$ cat src/rtl/led_pattern_gen.sv
// LED pattern engine: programmable prescaler tick drives an up/down/rotate/bounce
// pattern register; mode changes are handshaked and applied on a tick boundary.
module led_pattern_gen #(
  parameter int LED_W = 4,
  parameter int DIV_W = 24
) (
  input  logic             pl_clk,
  input  logic             pl_resetn,
  input  logic             en,
  input  logic [DIV_W-1:0] div,
  input  logic [1:0]       mode,
  input  logic             mode_valid,
  output logic             mode_ready,
  output logic [LED_W-1:0] led_out,
  output logic             tick,
  output logic             wrap
);

  // Handshake: a request transfers on a rising edge where mode_valid and
  // mode_ready are both high; the requester holds mode_valid until then.
  typedef enum logic [1:0] {M_UP = 2'd0, M_DOWN = 2'd1, M_ROT = 2'd2, M_BOUNCE = 2'd3} mode_e;
  typedef enum logic {DIR_LEFT = 1'b0, DIR_RIGHT = 1'b1} dir_e;

  localparam logic [LED_W-1:0] LED_ONE  = {{(LED_W-1){1'b0}}, 1'b1};
  localparam logic [LED_W-1:0] LED_ONES = {LED_W{1'b1}};

  logic [DIV_W-1:0] cnt_q, cnt_d;
  logic [LED_W-1:0] led_q, led_d;
  logic             tick_q, tick_d;
  logic             wrap_q, wrap_d;
  logic             ready_q, ready_d;
  logic             pending_q, pending_d;
  mode_e            cur_mode_q, cur_mode_d;
  mode_e            pend_mode_q, pend_mode_d;
  dir_e             dir_q, dir_d;

  logic             step;
  logic [LED_W-1:0] led_shl, led_shr;

  function automatic logic [LED_W-1:0] seed_of(input mode_e m);
    case (m)
      M_UP:    seed_of = '0;
      M_DOWN:  seed_of = LED_ONES;
      default: seed_of = LED_ONE;
    endcase
  endfunction

  // >= compare so a lowered div ticks immediately instead of rolling over.
  assign step    = en && (cnt_q >= div);
  assign led_shl = {led_q[LED_W-2:0], 1'b0};
  assign led_shr = {1'b0, led_q[LED_W-1:1]};

  always_comb begin
    cnt_d       = cnt_q;
    led_d       = led_q;
    tick_d      = 1'b0;
    wrap_d      = 1'b0;
    ready_d     = ready_q;
    pending_d   = pending_q;
    cur_mode_d  = cur_mode_q;
    pend_mode_d = pend_mode_q;
    dir_d       = dir_q;

    if (en) begin
      if (step) begin
        cnt_d  = '0;
        tick_d = 1'b1;
      end else begin
        cnt_d = cnt_q + DIV_W'(1);
      end
    end

    if (step) begin
      if (pending_q) begin
        // A pending mode replaces the step on this tick with a seed reload.
        cur_mode_d = pend_mode_q;
        pending_d  = 1'b0;
        ready_d    = 1'b1;
        dir_d      = DIR_LEFT;
        led_d      = seed_of(pend_mode_q);
      end else begin
        case (cur_mode_q)
          M_UP: begin
            led_d  = led_q + LED_ONE;
            wrap_d = (led_q == LED_ONES);
          end
          M_DOWN: begin
            led_d  = led_q - LED_ONE;
            wrap_d = (led_q == '0);
          end
          M_ROT: begin
            led_d  = {led_q[LED_W-2:0], led_q[LED_W-1]};
            wrap_d = led_q[LED_W-1];
          end
          default: begin
            if (dir_q == DIR_LEFT) begin
              led_d = led_shl;
              if (led_shl[LED_W-1]) dir_d = DIR_RIGHT;
            end else begin
              led_d = led_shr;
              if (led_shr[0]) begin
                dir_d  = DIR_LEFT;
                wrap_d = 1'b1;
              end
            end
          end
        endcase
      end
    end

    // ready_q high implies nothing pending, so acceptance never collides with apply.
    if (mode_valid && ready_q) begin
      pend_mode_d = mode_e'(mode);
      pending_d   = 1'b1;
      ready_d     = 1'b0;
    end
  end

  always_ff @(posedge pl_clk or negedge pl_resetn) begin
    if (!pl_resetn) begin
      cnt_q       <= '0;
      led_q       <= '0;
      tick_q      <= 1'b0;
      wrap_q      <= 1'b0;
      ready_q     <= 1'b1;
      pending_q   <= 1'b0;
      cur_mode_q  <= M_UP;
      pend_mode_q <= M_UP;
      dir_q       <= DIR_LEFT;
    end else begin
      cnt_q       <= cnt_d;
      led_q       <= led_d;
      tick_q      <= tick_d;
      wrap_q      <= wrap_d;
      ready_q     <= ready_d;
      pending_q   <= pending_d;
      cur_mode_q  <= cur_mode_d;
      pend_mode_q <= pend_mode_d;
      dir_q       <= dir_d;
    end
  end

  assign mode_ready = ready_q;
  assign led_out    = led_q;
  assign tick       = tick_q;
  assign wrap       = wrap_q;

endmodule

$ cat config.mk
export PLATFORM = sky130hd
export DESIGN_NAME = led_pattern_gen
export DESIGN_NICKNAME = d
export VERILOG_FILES = /design/src/rtl/led_pattern_gen.sv
export SDC_FILE = /design/constraint.sdc
export NUM_CORES = 1
export LEC_CHECK = 0
export CORE_ASPECT_RATIO = 1.2
export CORE_UTILIZATION = 49
export DETAILED_ROUTE_END_ITERATION = 16
export PLACE_DENSITY = 0.76
export SLEW_MARGIN = 5
export SYNTH_ARGS = -nofsm -noshare
export SYNTH_HDL_FRONTEND = slang
export SYNTH_SLANG_ARGS = --single-unit
$ cat constraint.sdc
create_clock -name pl_clk -period 2.4 [get_ports pl_clk]
set_input_delay 0.48 -clock pl_clk [delete_from_list [all_inputs] [get_ports pl_clk]]
set_output_delay 0.48 -clock pl_clk [all_outputs]
set_load 0.02 [all_outputs]
### Word level (Yosys, flattened, before mapping)

Cells that the tools add are included.
Widths: inputs -> output; s select.

| storage, ports and cells | value |
|---|---|
| register bits | 37 |
| input bits | 30 |
| output and inout port bits | 7 |
| logic and storage cells | 51 |

| operators by class | value |
|---|---|
| add/sub/neg operators | 3 |
| order comparisons | 1 |
| eq/ne operators | 5 |
| multiplexer cells | 22 |
| reductions and logical operators | 11 |

Operators with widths:

| operator | number |
|---|---|
| $add 24x1->24 const B | 1 |
| $ge 24x24->1 | 1 |
| $mux 24 | 1 |
| $mux 1 | 16 |
| $pmux 4 s3 | 1 |
| $mux 4 | 2 |
| $pmux 4 s2 | 1 |
| $reduce_and 2->1 | 3 |
| $add 4x1->4 const B | 1 |
| $eq 2x1->1 const B | 2 |
| $eq 4x4->1 const B | 1 |
| $logic_not 2->1 | 2 |
| $logic_not 4->1 | 1 |
| $reduce_bool 2->1 | 2 |
| $sub 4x1->4 const B | 1 |
| $pmux 1 s3 | 1 |
| $reduce_or 3->1 | 1 |
| $eq 2x2->1 const B | 1 |
| $logic_and 1x1->1 | 2 |
| $ne 2x1->1 const B | 1 |

### Logic depth before layout (Yosys ltp)

| logic depth | value |
|---|---|
| word-level depth | 5 |
| gate-level depth with buffers | 10 |
| gate-level depth less buffers | 8 |

### Worst setup path before layout

Ideal clock, no wire load.

| path | value |
|---|---|
| path type | input port to flip-flop |
| from | input port div[22] |
| to | register cur_mode_q[0] |
| library setup time | 0.125 ns |
| arrival time | 2.230 ns |
| required time | 2.275 ns |
| slack | 0.045 ns |
| stages | 9 |
| buffers on the path | 1 |
| path through | inv_1 ha_1 nand4_2 nor4_2 nand2_1 and3_4 buf_6 a211o_2 mux2_4 |

| between the ends | value |
|---|---|
| longest elaborated chain between the ends | 3 |

RTL lines:

| item | RTL line | source |
|---|---|---|
| start, declared | 10 | `input logic [DIV_W-1:0] div,` |
| $ge 24x24->1 | 49 | `assign step = en && (cnt_q >= div);` |
| $logic_and 1x1->1 | 49 |  |
| $reduce_and 2->1 (no source line) | n/a |  |
| end signal, assigned | 137 | `cur_mode_q <= cur_mode_d;` |
| end, declared | 33 | `mode_e cur_mode_q, cur_mode_d;` |

No other way between the ends.
A chain may end at the register's enable or synchronous reset.

### Final worst setup path

| path | value |
|---|---|
| from | register cnt_q[19] |
| to | register led_q[0] (netlist: led_out[0]) |

| between the ends | value |
|---|---|
| longest elaborated chain between the ends | 2 |

RTL lines:

| item | RTL line | source |
|---|---|---|
| start, declared | 27 | `logic [DIV_W-1:0] cnt_q, cnt_d;` |
| start signal, assigned | 131 | `cnt_q <= cnt_d;` |
| $ge 24x24->1 | 49 |  |
| $logic_and 1x1->1 | 49 |  |
| end signal, assigned | 132 | `led_q <= led_d;` |
| end, declared | 28 | `logic [LED_W-1:0] led_q, led_d;` |

No other way between the ends.

==> flow_summary.json <==
{
  "wire_per_inst_um": 15.5,
  "intPower_w": 0.00108,
  "syn_avg_cell_area_sq_um": 9.13,
  "yosysTopAreaCell": "dfrtp_1",
  "numClockSinks": 37,
  "finalHoldViolCount": 0,
  "synthDistinctLibCells": 47,
  "ios": 37,
  "htree_levels": 2,
  "grt_util_all_layers_pct": 24.2,
  "fin_nets": 404,
  "fin_area_sq_mm": 0.00348,
  "setup_viol": 0,
  "synth-main-ff-cell": "dfrtp_1",
  "reg2regPathDepth": 8,
  "whs_ns": 0.298,
  "drc": 0,
  "clockPowerShare_pct": 27.6,
  "synthArstFlopShare_pct": 100,
  "drt_iter0_markers": 147,
  "synthesis.nets": 338,
  "layout_min_cycle_time_ns": 2.39,
  "status": "complete, no violations",
  "clk_path_buf_depth": 2,
  "cts_tree": "done",
  "power.density_mw_per_mm2": 446,
  "initial_core_util_pct": 51.4,
  "grt_pass1_vias": 2237,
  "ys_ff_latch": 37,
  "regToRegEndpoint": "led_out[0]",
  "hold_class": "in -> async",
  "final_antenna_net_count": 0,
  "drive_gt1_share_pct": 25.1,
  "crit_type": "reg -> reg",
  "antenna_found_initial": 0,
  "power_w": 0.00155,
  "rsz0062_at_grt": "yes",
  "seq_area_frac_synth_pct": 36.3,
  "port_buffers": 36,
  "synth_edf_count": 0,
  "cp_max_fo": 7,
  "routed_via_density": 5.59,
  "clk_latency_ns": 0.30,
  "setup_tns_ns": 0,
  "cp-end-kind": "flip-flop",
  "grt_max_degree": 38,
  "ir_drop_uv": 300,
  "dp_hpwl_um": 3950,
  "yosysTopAreaCellShare_pct": 35.2,
  "fp.dieW_um": 67.9,
  "dr_total_vias": 2275,
  "netlist_area_sq_mm": 0.00256,
  "synthTopCellsByArea": "dfrtp_1 (35%), ha_1 (13%), nor2_1 (4.7%)",
  "drv_cap": 0,
  "ff2ff_setup_slack_ns": 0.006,
  "clkTransAtPathRegs_ns": 0.07,
  "reg2reg_from": "cnt_q[19]",
  "holdBufCountCts": 0,
  "start_kind": "flip-flop",
  "gr-total-overflow": 0,
  "cts_root_buf": "clkbuf_8",
  "std_cell_rows": 28,
  "swShare_pct": 30.6,
  "drt_wl_total_um": 6300,
  "power.leakage_nw": 1.73,
  "combPwrFrac_pct": 25.6,
  "die_area_sq_mm": 0.00551,
  "relSlewSlack_pct": 42.3,
  "worstPathArrival_ns": 2.56,
  "core_area_sq_mm": 0.00497,
  "grt_pass1_wl_um": 9920,
  "synth_common_cells": "dfrtp_1 (36), nor2_1 (32), nand2_1 (30)",
  "slew_violations": 0,
  "yosysWarnings": 0,
  "die_h_um": 81.1,
  "timing.fmax_mhz": 418,
  "place_area_sq_mm": 0.00309,
  "critPathRequiredTime_ns": 2.57,
  "post-route-period-util_pct": 99.8,
  "routabilityCongestion": 0.846,
  "tightest_slew_ns": 0.866,
  "seqPwrFrac_pct": 46.9,
  "synthCells": 280,
  "p_switching_w": 0.000474,
  "synth_most_common_cell": "dfrtp_1",
  "num_antenna_cells": 0,
  "syn_to_final_growth_pct": 36.0,
  "skew_ns": 0.0103,
  "first_pass_iters": 4,
  "cts_buffers": 5
}
-- what timing repair did --
item | CTS | global route
resized for setup | 34 | 26
buffers inserted | 4 | 4
endpoints found under the setup margin | 27 | 30
pin swaps | 15 | 20
-- worst max path at each step --
| stage | startpoint | to | slack, ns |
|---|---|---|---|
| floorplan | div[22] | cur_mode_q[0] | 0.04 |
| global placement | div[22] | cur_mode_q[1] | -0.44 |
| CTS | div[21] | cur_mode_q[1] | 0.003 |
| detailed placement | div[22] | cur_mode_q[1] | -0.50 |
| finish | cnt_q[19] | led_out[0] | 0.006 |
| global route | cnt_q[19] | led_out[0] | -0.08 |
-- cells in the final DEF, fill, tap and decap left out, types with 4 or more instances in the layout --
cell type,synthesis,routed
clkdlybuf4s50_1,0,21
dlygate4sd2_1,0,7
nor3_1,4,4
xor2_1,13,13
xnor2_1,9,9
inv_2,0,12
ha_1,27,15
ha_4,0,12
nor2_1,32,30
inv_1,29,17
o21ai_0,9,6
buf_4,0,28
and3_1,9,9
nand3_1,15,15
nand2_1,30,27
dfrtp_1,36,35
nand4_1,4,4
dlymetal6s2s_1,0,7
clkbuf_8,0,5
a21oi_1,12,11
-- metal layers --
metal	GRT usage [%]	part of all wire [%]	vias to the layer above
li1	-	-	1103
met2	42.5	53	65
met3	4.35	3.4	15
met4	11.9	3.2	0
met1	27.6	41	1092
met5	0	0	-
-- kinds of logic (layout without fill, tap and decap cells) --
| kind of cell | count (synthesis) | in the layout | synth area share (%) |
|---|---|---|---|
| mux | 9 | 9 | 4.16 |
| flops | 37 | 37 | 36.3 |
| xor+xnor | 22 | 22 | 7.54 |
| simple gates | 104 | 104 | 19.6 |
| buf+inv | 35 | 102 | 6.41 |
| compound gates | 45 | 45 | 12.0 |
| fa+ha+maj | 28 | 28 | 14.0 |
-- through the flow --
stage          utilization (%)  cells  worst slack [ns]
2_1_floorplan                -    280            0.0447
3_3_place_gp              62.1    391            -0.444
3_5_place_dp              62.1    391            -0.499
4_1_cts                   67.5    403           0.00307
5_1_grt                   69.9    407           -0.0781
6_report                  69.9    407           0.00597
-- critical path: stages (launching register included) --
cell and delay, ns:
dfrtp_2 0.45, ha_4 0.28, nand4_1 0.17, buf_4 0.19, nor2_1 0.19, nand2_1 0.14
and3_4 0.21, a21oi_4 0.28, mux2_1 0.36
-- final cells by class --
cell class	count	area, sq um
fillers	349	1500
clock inverters	1	5.00
flip-flops and latches	37	928
multi-input cells	208	1700
clock buffers	7	76.3
well taps	60	75.1
inverters	29	109
repair buffers	65	586
-- sequential cells by signal, indices dropped and copies added (netlist names), 2 cells and up --
signal	cells
pend_mode_q	2
cnt_q	24
led_out	4
cur_mode_q	2
-- power by group through the flow --
stage	Combinational (W)	Sequential [W]	Clock [W]
after global placement	0.000296	0.000731	0
after CTS	0.000337	0.000720	0.000429
after detailed placement	0.000311	0.000732	0
final	0.000397	0.000726	0.000427
after floorplan	0.000174	0.000731	0
after global routing	0.000446	0.000734	0.000455
Note: power is estimated with default switching activity, not from simulation.
